--- src/rtl/heq_frame_sequencer.sv ---
// Multi-frame histogram-equalisation sequencer: overlaps input of frame k+1 with
// output of frame k using two ping-pong banks, and forwards per-bank cdf_min/divisor.
module heq_frame_sequencer #(
    parameter int unsigned CDF_W      = 20,
    parameter int unsigned NUM_PIXELS = 262144,
    parameter int unsigned FRAME_W    = 8
) (
    input  logic               clock,
    input  logic               reset,
    input  logic               start,
    input  logic [FRAME_W-1:0] num_frames,
    output logic               input_start,
    input  logic               input_done,
    input  logic               cdf_valid,
    input  logic [CDF_W-1:0]   cdf_min,
    output logic               input_base_offset,
    output logic               output_start,
    input  logic               output_done,
    output logic [CDF_W-1:0]   cdf_min_out,
    output logic [CDF_W-1:0]   divisor,
    output logic               output_base_offset,
    output logic               busy,
    output logic               done,
    output logic [FRAME_W-1:0] frames_out,
    output logic               cdf_error
);

    localparam logic [CDF_W-1:0] NumPix = CDF_W'(NUM_PIXELS);

    typedef enum logic [1:0] {StIdle, StLaunch, StWait, StFinish} state_e;

    state_e             state_q, state_d;
    logic [FRAME_W-1:0] n_q, n_d;
    logic [FRAME_W-1:0] step_q, step_d;
    logic               in_pend_q, in_pend_d;
    logic               out_pend_q, out_pend_d;
    logic               seen_q, seen_d;
    logic [CDF_W-1:0]   cap_q [2];
    logic [CDF_W-1:0]   cap_d [2];
    logic [CDF_W-1:0]   cdf_out_q, cdf_out_d;
    logic [CDF_W-1:0]   div_q, div_d;
    logic               in_bank_q, in_bank_d;
    logic               out_bank_q, out_bank_d;
    logic [FRAME_W-1:0] frames_q, frames_d;
    logic               err_q, err_d;
    logic               done_q, done_d;

    logic               in_launch, out_launch, out_sel;
    logic [CDF_W-1:0]   launch_cdf, launch_div;

    function automatic logic [CDF_W-1:0] calc_div(input logic [CDF_W-1:0] c);
        if (c >= NumPix) begin
            return CDF_W'(1);
        end
        return NumPix - c;
    endfunction

    // Output of frame s-1 reads bank (s-1)[0], i.e. the complement of s[0].
    assign out_sel    = ~step_q[0];
    assign in_launch  = (state_q == StLaunch) && (step_q < n_q);
    assign out_launch = (state_q == StLaunch) && (step_q != '0);
    assign launch_cdf = cap_q[out_sel];
    assign launch_div = calc_div(launch_cdf);

    assign input_start        = in_launch;
    assign output_start       = out_launch;
    assign input_base_offset  = in_launch ? step_q[0] : in_bank_q;
    assign output_base_offset = out_launch ? out_sel : out_bank_q;
    assign cdf_min_out        = out_launch ? launch_cdf : cdf_out_q;
    assign divisor            = out_launch ? launch_div : div_q;
    assign busy               = (state_q == StLaunch) || (state_q == StWait);
    assign done               = done_q;
    assign frames_out         = frames_q;
    assign cdf_error          = err_q;

    always_comb begin
        state_d    = state_q;
        n_d        = n_q;
        step_d     = step_q;
        in_pend_d  = in_pend_q;
        out_pend_d = out_pend_q;
        seen_d     = seen_q;
        cap_d[0]   = cap_q[0];
        cap_d[1]   = cap_q[1];
        cdf_out_d  = cdf_out_q;
        div_d      = div_q;
        in_bank_d  = in_bank_q;
        out_bank_d = out_bank_q;
        frames_d   = frames_q;
        err_d      = err_q;
        done_d     = 1'b0;

        unique case (state_q)
            StIdle: begin
                if (start) begin
                    if (num_frames != '0) begin
                        n_d      = num_frames;
                        step_d   = '0;
                        frames_d = '0;
                        err_d    = 1'b0;
                        state_d  = StLaunch;
                    end else begin
                        done_d = 1'b1;
                    end
                end
            end
            StLaunch: begin
                in_pend_d  = in_launch;
                out_pend_d = out_launch;
                if (in_launch) begin
                    in_bank_d = step_q[0];
                    seen_d    = 1'b0;
                end
                if (out_launch) begin
                    out_bank_d = out_sel;
                    cdf_out_d  = launch_cdf;
                    div_d      = launch_div;
                end
                state_d = StWait;
            end
            StWait: begin
                if (in_pend_q && cdf_valid) begin
                    cap_d[in_bank_q] = cdf_min;
                    seen_d           = 1'b1;
                end
                if (in_pend_q && input_done) begin
                    in_pend_d = 1'b0;
                    // A valid in the same cycle as done still counts as seen.
                    if (!seen_q && !cdf_valid) begin
                        cap_d[in_bank_q] = '0;
                        err_d            = 1'b1;
                    end
                end
                if (out_pend_q && output_done) begin
                    out_pend_d = 1'b0;
                    if (frames_q != '1) begin
                        frames_d = frames_q + FRAME_W'(1);
                    end
                end
                if (!in_pend_d && !out_pend_d) begin
                    if (step_q == n_q) begin
                        done_d  = 1'b1;
                        state_d = StFinish;
                    end else begin
                        step_d  = step_q + FRAME_W'(1);
                        state_d = StLaunch;
                    end
                end
            end
            StFinish: begin
                state_d = StIdle;
            end
            default: begin
                state_d = StIdle;
            end
        endcase
    end

    always_ff @(posedge clock) begin
        if (reset) begin
            state_q    <= StIdle;
            n_q        <= '0;
            step_q     <= '0;
            in_pend_q  <= 1'b0;
            out_pend_q <= 1'b0;
            seen_q     <= 1'b0;
            cap_q[0]   <= '0;
            cap_q[1]   <= '0;
            cdf_out_q  <= '0;
            div_q      <= '0;
            in_bank_q  <= 1'b0;
            out_bank_q <= 1'b0;
            frames_q   <= '0;
            err_q      <= 1'b0;
            done_q     <= 1'b0;
        end else begin
            state_q    <= state_d;
            n_q        <= n_d;
            step_q     <= step_d;
            in_pend_q  <= in_pend_d;
            out_pend_q <= out_pend_d;
            seen_q     <= seen_d;
            cap_q[0]   <= cap_d[0];
            cap_q[1]   <= cap_d[1];
            cdf_out_q  <= cdf_out_d;
            div_q      <= div_d;
            in_bank_q  <= in_bank_d;
            out_bank_q <= out_bank_d;
            frames_q   <= frames_d;
            err_q      <= err_d;
            done_q     <= done_d;
        end
    end

endmodule

--- config.mk ---
export PLATFORM = sky130hd
export DESIGN_NAME = heq_frame_sequencer
export DESIGN_NICKNAME = d
export VERILOG_FILES = /design/src/rtl/heq_frame_sequencer.sv
export SDC_FILE = /design/constraint.sdc
export NUM_CORES = 1
export LEC_CHECK = 0
export CORE_ASPECT_RATIO = 0.9
export CORE_MARGIN = 3
export CORE_UTILIZATION = 35
export CTS_BUF_LIST = sky130_fd_sc_hd__clkbuf_16
export CTS_CLUSTER_DIAMETER = 40
export DETAILED_ROUTE_END_ITERATION = 7
export RECOVER_POWER = 100
export SYNTH_ARGS = -nofsm -noshare
export SYNTH_HDL_FRONTEND = slang
export SYNTH_SLANG_ARGS = --single-unit
export TNS_END_PERCENT = 30
--- constraint.sdc ---
create_clock -name clock -period 3.3 [get_ports clock]
set_input_delay 0.66 -clock clock [delete_from_list [all_inputs] [get_ports clock]]
set_output_delay 0.66 -clock clock [all_outputs]
set_load 0.01 [all_outputs]
==> reports/metrics.yaml <==
status:
  status: "finished with violations"
  violations: "setup timing"
placed_design:
  place_hpwl_mm: 11.17
  gp_congestion: 0.8797
  dp_cells: 912
  port_buffers: 88
synthesis:
  syn_area_mm2: 0.005353
  yosysTopAreaCell: "dfxtp_1"
  synth.distinct_cells: 63
  syn_inst: 633
  syn_nets: 683
  ys_seq_elements: 113
  ys.flop_type: "dfxtp_1"
  synth_most_common_cell: "dfxtp_1"
  seq_area_frac_synth_pct: 42.26
  yosys-top-cells-count: "dfxtp_1, nor2_1, nand2_1"
  yosysWarnings: 0
  synth_edf_count: 0
  synth_top_area_share_pct: 42.26
  synth.avg_cell_area_um2: 8.456
  synthArstFlopShare_pct: 0
  synth.area.top_cells: "dfxtp_1, nor2_1, nand2_1, a21oi_1, and2_1"
worst_setup_path:
  startpoint_type: "flop"
  critPathKind: "reg2out"
  reg2reg_to: "cap_q[0][11]$_SDFFE_PP0P_"
  cp_max_fo: 6
  arrival_ns: 2.65
  r2r_slack_ns: 0.83
  cp.required_ns: 2.64
  r2r_cells: 7
  end_kind: "output port"
  timing.rr.start: "state_q[0]$_SDFFE_PP0P_"
floorplanning:
  fp.dieArea_mm2: 0.01682
  chipWidth_um: 136.4
  initial_utilization_pct: 36.12
  die_h_um: 123.3
  rows: 42
  ioPinCount: 89
  core_mm2: 0.01482
min_path:
  hold_depth: 2
  hp-class: "reg2reg"
  worstHoldStart: "n_q[7]$_SDFFE_PP0P_"
  min_delay_worst_endpoint: "n_q[7]$_SDFFE_PP0P_"
clocking:
  insertion_delay_ns: 0.41
  cts.path.max_buffers: 2
  cts_buffers: 17
  cts.sinks: 113
  cts-htree-levels: 4
  root_buffer: "clkbuf_16"
  clk_pin_slew_ns: 0.05
  tritoncts: "done"
power:
  powerDensity_mw_per_mm2: 504.5
  leakagePower_nw: 3.194
  ir_worst_vdd_mv: 0.3652
global_routing:
  grt_pass1_vias: 4754
  antenna_found_initial: 0
  grt_max_degree: 41
  grt_overflow_total: 0
  grt_util_all_layers_pct: 18.70
  grt_pass1_wl_mm: 24.54
timing:
  finalWorstSetupSlack_ns: -0.01086
  period_share_pct: 100.3
  hold_viol_final: 0
  tightest_slew_ns: 0.7768
  finalSetupTns_ns: -0.01086
  post-route-min-period_ns: 3.311
  rsz0062_at_grt: "true"
  fin_skew_ns: 0.01182
  report.final.slew_viol_count: 0
  slew_headroom_pct: 48.07
  whs_ns: 0.4565
  fmax_mhz: 302.0
  setup_viol: 1
routing:
  drcViolationCount: 0
  drt_iter0_markers: 360
  viasPerCell: 5.153
  routed_wl_mm: 15.73
  ant_nets: 0
  wire_per_inst_um: 16.46
  via_count: 4926
  dr.pass1.iters: 7
layout:
  num_antenna_cells: 0
  drive_gt1_share_pct: 14.78
  final_nets: 795
  final_cells: 956
  post-route-util_pct: 50.73
  area_growth_pct: 40.44
job:
  cap_viol_max_count: 0
## cell type report
cell class / count / area [µm²]
sequential: 113 / 2270
tap: 198 / 247.7
fill: 1362 / 7302
inverter: 19 / 71.32
clock buffer: 17 / 425.4
multi-input combinational: 466 / 3018
timing repair buffer: 128 / 1309
clock inverter: 15 / 176.4
## state kept, by name, summed over array words and instances (netlist names)
signal,cells
cap_q,40
cdf_error,1
cdf_out_q,20
div_q,20
done,1
frames_out,8
in_bank_q,1
in_pend_q,1
n_q,8
out_bank_q,1
out_pend_q,1
seen_q,1
state_q,2
step_q,8
## per-layer routing
metal	global-route usage (%)	vias to the layer above	share of wire (%)
met4	5.793	0	1.7
met3	5.533	19	6.3
met5	0	-	0
met2	27.44	144	44
li1	-	2408	-
met1	26.44	2355	48
## where the power goes
group | switching [mW] | leakage (nW) | total [mW] | internal, mW
logic | 0.270 | 1.97 | 0.515 | 0.244
registers | 0.0167 | 0.914 | 1.41 | 1.39
clock network | 0.629 | 0.309 | 1.87 | 1.24
## worst max-delay path: stages (launching register included)
cell           delay [ns]
dfxtp_4              0.39
buf_12               0.13
buf_8                0.11
nor4b_4              0.25
o211ai_2             0.16
buf_6                0.16
nor4b_4              0.32
a21boi_1             0.12
a221o_1              0.30
dlygate4sd2_1        0.29
## worst max-delay path by stage
stage	cells after the start	from	slack, ns	end
global placement	7	step_q[0]$_SDFFE_PP0P_	0.21	divisor[18]
detailed placement	8	step_q[0]$_SDFFE_PP0P_	0.13	divisor[14]
global route	9	step_q[0]$_SDFFE_PP0P_	-0.1	divisor[17]
floorplan	9	step_q[0]$_SDFFE_PP0P_	0.14	divisor[18]
CTS	8	step_q[0]$_SDFFE_PP0P_	-0.09	divisor[14]
finish	9	step_q[0]$_SDFFE_PP0P_	-0.01	divisor[17]
## repair_timing
action	CTS	global route
endpoints found under the setup margin	40	34
hold buffers	0	0
endpoints found under the hold margin	0	0
gates cloned	1	1
resized for setup	35	38
pin swaps	1	4
setup buffers	2	8
## placed cells by master, fill, tap and decap left out, types with 3 or more instances in the layout
master           count
nand4_1              6
xnor2_1             13
mux2i_1             15
mux2i_4              5
nor2_1              83
buf_12               4
inv_1               20
a22oi_1             23
nand2_1             80
clkdlybuf4s50_1     64
o21ai_0              8
and4_1               3
buf_4               30
clkinv_2             4
a21oi_1             50
clkbuf_16           18
a21oi_2              3
dfxtp_1            109
and3_1               3
nand3_1             12
nor3_1              13
xor2_1              14
and2_1              35
o21ai_1             15
dfxtp_2              3
buf_6                3
dlymetal6s2s_1      13
o21ai_2              4
nor2b_1              3
o211a_1              7
nor4_2               3
bufinv_16            4
dlygate4sd2_1        9
nor3b_1              3
ha_1                15
## cells by family after synthesis
| family | after synthesis | share of synthesized area (%) |
|---|---|---|
| mux | 22 | 4.465 |
| flops | 113 | 42.26 |
| xor+xnor | 27 | 4.418 |
| simple gates | 266 | 24.54 |
| buf+inv | 54 | 4.301 |
| compound gates | 135 | 16.27 |
| fa+ha+maj | 16 | 3.740 |
## stage by stage
step           cell area, µm²  worst slack (ns)  total power, mW
4_1_cts                  7283          -0.08507            3.795
5_1_grt                  7517          -0.09795            3.935
3_5_place_dp             6546            0.1334            1.897
6_report                 7517          -0.01086            3.793
2_1_floorplan            5353            0.1438            1.711
3_3_place_gp             6546            0.2060            1.887
Note: power is estimated with default switching activity, not from simulation.
